==> src/rtl/pixel_bbox_tracker.sv <==
// -----------------------------------------------------------------------------
// pixel_bbox_tracker
//
// Sits behind the per-pixel colour classifier. Tracks raster position within a
// frame, accumulates a bounding box and a pixel count for every non-background
// class (1..7), and copies the finished frame into a result bank that the rover
// control path reads by class index after each frame_done pulse.
//
// Ports
//   clk                   single clock, rising edge
//   rst                   synchronous active-high reset
//   in_valid              classified pixel present this cycle
//   in_sop                first pixel of a frame (qualified by in_valid)
//   in_eop                last pixel of a frame (qualified by in_valid)
//   pixel_classification  pixel class, 0 = background, 1..7 = colours
//   rd_class              class index to read from the result bank
//   rd_x_min / rd_x_max   committed horizontal extent of rd_class (registered)
//   rd_y_min / rd_y_max   committed vertical extent of rd_class (registered)
//   rd_count              committed pixel count of rd_class (registered)
//   rd_found              rd_count >= MIN_COUNT (registered)
//   frame_done            one-cycle pulse when the bank is updated
//   frame_error           qualifies frame_done: committed frame had bad geometry
//   busy                  high while a frame is being accumulated
// -----------------------------------------------------------------------------
module pixel_bbox_tracker #(
  parameter int IMAGE_W   = 640,
  parameter int IMAGE_H   = 480,
  parameter int MIN_COUNT = 64,
  localparam int XW = $clog2(IMAGE_W),
  localparam int YW = $clog2(IMAGE_H),
  localparam int CW = $clog2(IMAGE_W * IMAGE_H + 1)
) (
  input  logic          clk,
  input  logic          rst,
  input  logic          in_valid,
  input  logic          in_sop,
  input  logic          in_eop,
  input  logic [2:0]    pixel_classification,
  input  logic [2:0]    rd_class,
  output logic [XW-1:0] rd_x_min,
  output logic [XW-1:0] rd_x_max,
  output logic [YW-1:0] rd_y_min,
  output logic [YW-1:0] rd_y_max,
  output logic [CW-1:0] rd_count,
  output logic          rd_found,
  output logic          frame_done,
  output logic          frame_error,
  output logic          busy
);

  typedef enum logic {
    S_IDLE   = 1'b0,
    S_ACTIVE = 1'b1
  } state_t;

  localparam logic [XW-1:0] X_LAST = XW'(IMAGE_W - 1);
  // The line counter carries one extra bit so it can sit at IMAGE_H once the
  // frame has overrun, which marks every further beat as out of range.
  localparam logic [YW:0]   Y_LIM  = (YW + 1)'(IMAGE_H);
  localparam logic [YW:0]   Y_LAST = (YW + 1)'(IMAGE_H - 1);
  localparam logic [YW-1:0] Y_INIT = YW'(IMAGE_H - 1);

  // ---------------------------------------------------------------------------
  // Control state
  // ---------------------------------------------------------------------------
  state_t        r_state;
  state_t        w_state_nxt;
  logic [XW-1:0] r_x;
  logic [YW:0]   r_y;
  logic          r_err;
  logic          r_commit;
  logic          r_commit_err;

  logic          w_accept;
  logic          w_end;
  logic [XW-1:0] w_cur_x;
  logic [YW:0]   w_cur_y;
  logic          w_in_range;
  logic          w_hit;
  logic [XW-1:0] w_x_nxt;
  logic [YW:0]   w_y_nxt;
  logic          w_err_nxt;
  logic          w_eop_bad;

  // Working sets (index 0 is never hit; background has no box)
  logic [XW-1:0] r_wx_min [8];
  logic [XW-1:0] r_wx_max [8];
  logic [YW-1:0] r_wy_min [8];
  logic [YW-1:0] r_wy_max [8];
  logic [CW-1:0] r_w_cnt  [8];
  logic [XW-1:0] w_nx_min [8];
  logic [XW-1:0] w_nx_max [8];
  logic [YW-1:0] w_ny_min [8];
  logic [YW-1:0] w_ny_max [8];
  logic [CW-1:0] w_n_cnt  [8];

  // Result bank
  logic [XW-1:0] r_bk_x_min [8];
  logic [XW-1:0] r_bk_x_max [8];
  logic [YW-1:0] r_bk_y_min [8];
  logic [YW-1:0] r_bk_y_max [8];
  logic [CW-1:0] r_bk_cnt   [8];

  // A beat is taken when it starts a frame or arrives inside one. An sop beat
  // always restarts at (0,0), abandoning any frame in progress.
  assign w_accept   = in_valid && (in_sop || (r_state == S_ACTIVE));
  assign w_end      = w_accept && in_eop;
  assign w_cur_x    = in_sop ? '0 : r_x;
  assign w_cur_y    = in_sop ? '0 : r_y;
  assign w_in_range = (w_cur_y < Y_LIM);
  assign w_hit      = w_accept && w_in_range && (pixel_classification != 3'd0);
  assign w_eop_bad  = (w_cur_x != X_LAST) || (w_cur_y != Y_LAST);

  assign busy = (r_state == S_ACTIVE);

  always_comb begin
    w_state_nxt = r_state;
    if (w_accept) begin
      w_state_nxt = in_eop ? S_IDLE : S_ACTIVE;
    end
  end

  always_comb begin
    w_x_nxt   = r_x;
    w_y_nxt   = r_y;
    w_err_nxt = r_err;
    if (w_accept) begin
      if (w_cur_x == X_LAST) begin
        w_x_nxt = '0;
        w_y_nxt = w_in_range ? (w_cur_y + (YW + 1)'(1)) : w_cur_y;
      end else begin
        w_x_nxt = w_cur_x + XW'(1);
        w_y_nxt = w_cur_y;
      end
      w_err_nxt = (in_sop ? 1'b0 : r_err) | ~w_in_range;
    end
  end

  always_ff @(posedge clk) begin
    if (rst) begin
      r_state      <= S_IDLE;
      r_x          <= '0;
      r_y          <= '0;
      r_err        <= 1'b0;
      r_commit     <= 1'b0;
      r_commit_err <= 1'b0;
    end else begin
      r_state      <= w_state_nxt;
      r_x          <= w_x_nxt;
      r_y          <= w_y_nxt;
      r_err        <= w_err_nxt;
      // The eop pixel lands in the working sets on this edge; the bank copy
      // follows on the next edge so it sees the completed sets.
      r_commit     <= w_end;
      r_commit_err <= w_err_nxt | w_eop_bad;
    end
  end

  // ---------------------------------------------------------------------------
  // Accumulate: on sop the sets start from an empty box, then the sop pixel
  // is folded in on the same edge.
  // ---------------------------------------------------------------------------
  always_comb begin
    for (int k = 0; k < 8; k++) begin
      w_nx_min[k] = r_wx_min[k];
      w_nx_max[k] = r_wx_max[k];
      w_ny_min[k] = r_wy_min[k];
      w_ny_max[k] = r_wy_max[k];
      w_n_cnt[k]  = r_w_cnt[k];
      if (in_valid && in_sop) begin
        w_nx_min[k] = X_LAST;
        w_nx_max[k] = '0;
        w_ny_min[k] = Y_INIT;
        w_ny_max[k] = '0;
        w_n_cnt[k]  = '0;
      end
      if (w_hit && (pixel_classification == 3'(k))) begin
        if (w_cur_x < w_nx_min[k])              w_nx_min[k] = w_cur_x;
        if (w_cur_x > w_nx_max[k])              w_nx_max[k] = w_cur_x;
        if (w_cur_y[YW-1:0] < w_ny_min[k])      w_ny_min[k] = w_cur_y[YW-1:0];
        if (w_cur_y[YW-1:0] > w_ny_max[k])      w_ny_max[k] = w_cur_y[YW-1:0];
        if (w_n_cnt[k] != {CW{1'b1}})           w_n_cnt[k]  = w_n_cnt[k] + CW'(1);
      end
    end
  end

  always_ff @(posedge clk) begin
    if (rst) begin
      for (int k = 0; k < 8; k++) begin
        r_wx_min[k] <= '0;
        r_wx_max[k] <= '0;
        r_wy_min[k] <= '0;
        r_wy_max[k] <= '0;
        r_w_cnt[k]  <= '0;
      end
    end else begin
      r_wx_min <= w_nx_min;
      r_wx_max <= w_nx_max;
      r_wy_min <= w_ny_min;
      r_wy_max <= w_ny_max;
      r_w_cnt  <= w_n_cnt;
    end
  end

  // ---------------------------------------------------------------------------
  // Commit: bank copy and the frame_done / frame_error pulse
  // ---------------------------------------------------------------------------
  always_ff @(posedge clk) begin
    if (rst) begin
      for (int k = 0; k < 8; k++) begin
        r_bk_x_min[k] <= '0;
        r_bk_x_max[k] <= '0;
        r_bk_y_min[k] <= '0;
        r_bk_y_max[k] <= '0;
        r_bk_cnt[k]   <= '0;
      end
      frame_done  <= 1'b0;
      frame_error <= 1'b0;
    end else begin
      if (r_commit) begin
        r_bk_x_min <= r_wx_min;
        r_bk_x_max <= r_wx_max;
        r_bk_y_min <= r_wy_min;
        r_bk_y_max <= r_wy_max;
        r_bk_cnt   <= r_w_cnt;
      end
      frame_done  <= r_commit;
      frame_error <= r_commit & r_commit_err;
    end
  end

  // ---------------------------------------------------------------------------
  // Readout: registered; background and empty classes read as all zeros
  // ---------------------------------------------------------------------------
  logic w_rd_empty;
  assign w_rd_empty = (rd_class == 3'd0) || (r_bk_cnt[rd_class] == '0);

  always_ff @(posedge clk) begin
    if (rst || w_rd_empty) begin
      rd_x_min <= '0;
      rd_x_max <= '0;
      rd_y_min <= '0;
      rd_y_max <= '0;
      rd_count <= '0;
      rd_found <= 1'b0;
    end else begin
      rd_x_min <= r_bk_x_min[rd_class];
      rd_x_max <= r_bk_x_max[rd_class];
      rd_y_min <= r_bk_y_min[rd_class];
      rd_y_max <= r_bk_y_max[rd_class];
      rd_count <= r_bk_cnt[rd_class];
      rd_found <= ({{(32 - CW){1'b0}}, r_bk_cnt[rd_class]} >= 32'(MIN_COUNT));
    end
  end

endmodule

==> config.mk <==
export PLATFORM = sky130hd
export DESIGN_NAME = pixel_bbox_tracker
export DESIGN_NICKNAME = d
export VERILOG_FILES = /design/src/rtl/pixel_bbox_tracker.sv
export SDC_FILE = /design/constraint.sdc
export NUM_CORES = 2
export LEC_CHECK = 0
export CORE_ASPECT_RATIO = 0.6
export CORE_MARGIN = 4
export CORE_UTILIZATION = 55
export CTS_CLUSTER_DIAMETER = 50
export DETAILED_ROUTE_END_ITERATION = 7
export HOLD_SLACK_MARGIN = 0.05
export PLACE_DENSITY = 0.7
export SYNTH_ARGS = -nofsm -noshare
export SYNTH_HDL_FRONTEND = slang
export SYNTH_SLANG_ARGS = --single-unit
==> constraint.sdc <==
create_clock -name clk -period 5.4 [get_ports clk]
set_clock_uncertainty 0.1 [all_clocks]
set_input_delay 0.54 -clock clk [delete_from_list [all_inputs] [get_ports clk]]
set_output_delay 0.54 -clock clk [all_outputs]
set_load 0.05 [all_outputs]
==> impl_metrics.yaml <==
global_routing:
  first_global_vias: 33110
  antenna_found_initial: 4
  overflow: 0
  grt_start_max_net_pins: 185
  grt_usage: 0.2833
  grt_pass1_wl_mm: 198.7
finish:
  instances_no_fill: 5957
  fill_cells: 6882
  area_delta_synth_final_pct: 11.15
  finish.instance_area_mm2: 0.05172
  drive_gt1_frac: 0.1031
  final_common_cell: "dfxtp_1"
  final_util: 0.6185
  nets: 5018
  final_cell_mix: "995 x dfxtp_1, 857 x nor2_1, 720 x mux2i_1, 438 x nand2_1, 261 x ha_1"
placement:
  place_congestion: 0.8872
  place_area_mm2: 0.04844
  io_buffers: 71
  place_hpwl_mm: 87.02
  placed_cells: 5786
timing:
  worstMarginPinSlew_ns: 1.172
  fmax_ghz: 0.2628
  setup_viol_count_final: 0
  hold_violations: 0
  period_share: 0.7047
  finalCriticalPeriod_ns: 3.805
  tns_ns: 0
  maxSlewViolCount: 0
  rsz0062_at_grt: "false"
  relSlewSlack: 0.2190
route:
  via_per_inst: 5.963
  routed_wl_mm: 129.1
  drc: 0
  drt_iter0_drc: 3946
  vias: 35520
  ant_nets: 0
  wl_per_cell_um: 21.67
  dr.pass1.iters: 5
setup_path:
  worstPathArrival_ns: 4.31
  critPathMaxFanout: 12
  path_cells: "nor2b_1 -> ha_1 -> and3_1 -> a221oi_1 -> o31ai_1 -> a31oi_1 -> buf_4 -> nor3_1 -> a211oi_1"
  reg2regPathDepth: 9
  critPathSlowestCell: "nor2b_1"
  cp.required_ns: 5.90
  worst_setup_path_end_kind: "flip-flop"
  cp-start-kind: "flip-flop"
  critPathKind: "flip-flop to flip-flop"
  slowest_delay_ns: 0.94
clock_tree:
  cts_hold_buf: 0
  cts.clk_slew.worst_paths_ns: 0.07
  clockRootBuffer: "clkbuf_16"
  postCtsSetupRepairBufs: 0
  clk_path_buf_depth: 3
  h-tree-depth: 3
  cts_sinks: 996
  clock_latency_ns: 0.69
  cts_tree: "done"
  cts.repair.resized: 0
  cts_made_buffers: 92
power:
  vdd_ir_drop_max_mv: 0.2452
  p_per_area_mw_per_mm2: 298.8
  p_leak_nw: 20.19
  power_mw: 15.45
synth:
  ys_types: 72
  synth_edf_count: 0
  synth_area_mm2: 0.04653
  synth.avg_cell_area_um2: 9.701
  yosys_warnings: 0
  synth_seq_area_share: 0.4286
  syn_inst: 4796
  async_flop_share: 0
  syn_nets: 5068
  ys_seq_elements: 996
  ys.flop_type: "dfxtp_1"
floorplan:
  coreArea_mm2: 0.08362
  rows: 82
  die_y_um: 233.3
  pin_count: 72
  die-area_mm2: 0.08946
  initial_core_util: 0.5564
  die_width_um: 383.5
outcome:
  outcome: "finished clean"
hold_path:
  min_path_cells: 2
  hold_path_class: "input port to flip-flop"
flow_run:
  max-cap-violations: 0
-- final timing paths --
kind	from	slack [ns]	to
max	r_x[3]$_SDFFE_PP0P_	1.59	r_wx_min[30]$_SDFF_PP0_
min	rst	0.25	r_bk_cnt[96]$_SDFFE_PP0P_
max reg2reg	r_x[3]$_SDFFE_PP0P_	1.59	r_wx_min[30]$_SDFF_PP0_
min reg2reg	r_wx_max[78]$_SDFF_PP0_	0.36	r_wx_max[78]$_SDFF_PP0_
-- stage by stage --
| step | setup slack, ns | hold slack [ns] |
|---|---|---|
| 3_5_place_dp | 1.005 | 0.3459 |
| 3_3_place_gp | 1.068 | 0.3420 |
| 6_report | 1.595 | 0.2543 |
| 2_1_floorplan | 0.6944 | 0.3057 |
| 4_1_cts | 1.702 | 0.2193 |
| 5_1_grt | 1.411 | 0.2704 |
-- cells by family (layout without fill, tap and decap cells) --
| family | Yosys count | in the layout | share of synthesized area |
|---|---|---|---|
| AOI/OAI and AO/OA | 400 | 400 | 0.05795 |
| muxes | 889 | 889 | 0.2241 |
| and+or+nand+nor | 1831 | 1831 | 0.1747 |
| DFF | 996 | 996 | 0.4286 |
| xor gates and xnor gates | 89 | 89 | 0.01675 |
| buffers and inverters | 330 | 354 | 0.02775 |
| adders and majority gates | 261 | 261 | 0.07019 |
| other | 0 | 3 | 0 |
-- per-layer routing --
| layer | wire length (um) | vias to the layer above | track usage |
|---|---|---|---|
| li1 | - | 16750 | - |
| met1 | 62710 | 17250 | 0.4416 |
| met2 | 50410 | 1338 | 0.3815 |
| met3 | 12910 | 182 | 0.07285 |
| met4 | 3056 | 4 | 0.07444 |
| met5 | 27 | - | 0 |
-- power breakdown --
group | leakage [nW] | internal [mW] | switching, mW
Sequential | 8.05 | 7.43 | 0.0724
Combinational | 10.5 | 0.302 | 0.551
Clock | 1.60 | 4.12 | 2.98
Total | 20.2 | 11.8 | 3.60
-- sequential cells by signal (all words and copies together) (netlist names), 19 cells and up --
register and cells:
r_bk_x_min 80, r_bk_x_max 80, r_wy_max 72, r_bk_y_min 72, r_wx_min 80, r_w_cnt 152
r_bk_cnt 152, r_bk_y_max 72, r_wx_max 80, r_wy_min 72, rd_count 19
-- critical path: cells and delay by family (launching register included) --
family | cells | cell delay [ns]
adder cells (fa/ha/maj) | 1 | 0.40
buffers and inverters | 1 | 0.31
AND/OR/NAND/NOR | 3 | 1.17
flip-flops | 1 | 0.50
AO/OA/AOI/OAI | 4 | 1.24
-- layout make-up --
class                   count  area, um2  share of cell area
inverters                  27      101.3            0.001960
repair buffers            159       1572             0.03039
flip-flops and latches    996      19940              0.3856
clock inverters            40      581.8             0.01125
well taps                1134       1419             0.02744
clock buffers             128       2689             0.05199
diodes                      3      7.507           0.0001452
multi-input cells        3470      25400              0.4912
-- Yosys cell counts, types with 6 or more instances --
| cell type | count | area, um2 |
|---|---|---|
| nand2b_1 | 27 | 168.9 |
| nor3b_1 | 6 | 45.04 |
| o21ai_0 | 75 | 375.4 |
| or4_1 | 9 | 67.56 |
| nor3_1 | 59 | 295.3 |
| and2_1 | 81 | 506.7 |
| nor4_1 | 33 | 206.5 |
| o21bai_1 | 6 | 45.04 |
| xnor2_1 | 47 | 411.6 |
| and3_1 | 40 | 250.2 |
| mux4_2 | 117 | 2635 |
| o21a_1 | 22 | 165.2 |
| a21o_1 | 54 | 405.4 |
| mux2_2 | 52 | 585.6 |
| inv_1 | 27 | 101.4 |
| buf_2 | 21 | 105.1 |
| a21boi_0 | 6 | 45.04 |
| a31oi_1 | 14 | 87.58 |
| dfxtp_1 | 996 | 19940 |
| or3_1 | 14 | 87.58 |
| ha_1 | 261 | 3266 |
| nand4_1 | 74 | 462.9 |
| and4_1 | 13 | 113.9 |
| or2_2 | 44 | 275.3 |
| nand3_1 | 80 | 400.4 |
| nor2b_1 | 39 | 244.0 |
| a211oi_1 | 31 | 232.7 |
| o31ai_1 | 18 | 135.1 |
| nor2_1 | 858 | 3221 |
| buf_1 | 85 | 319.1 |
| a21oi_1 | 98 | 490.5 |
| mux2i_1 | 720 | 7207 |
| nand2_1 | 439 | 1648 |
| xor2_1 | 42 | 367.9 |
| clkbuf_1 | 192 | 720.7 |
| a211o_1 | 8 | 70.07 |
| o211ai_1 | 16 | 120.1 |
No activity file was read; power rests on OpenSTA's default activity.
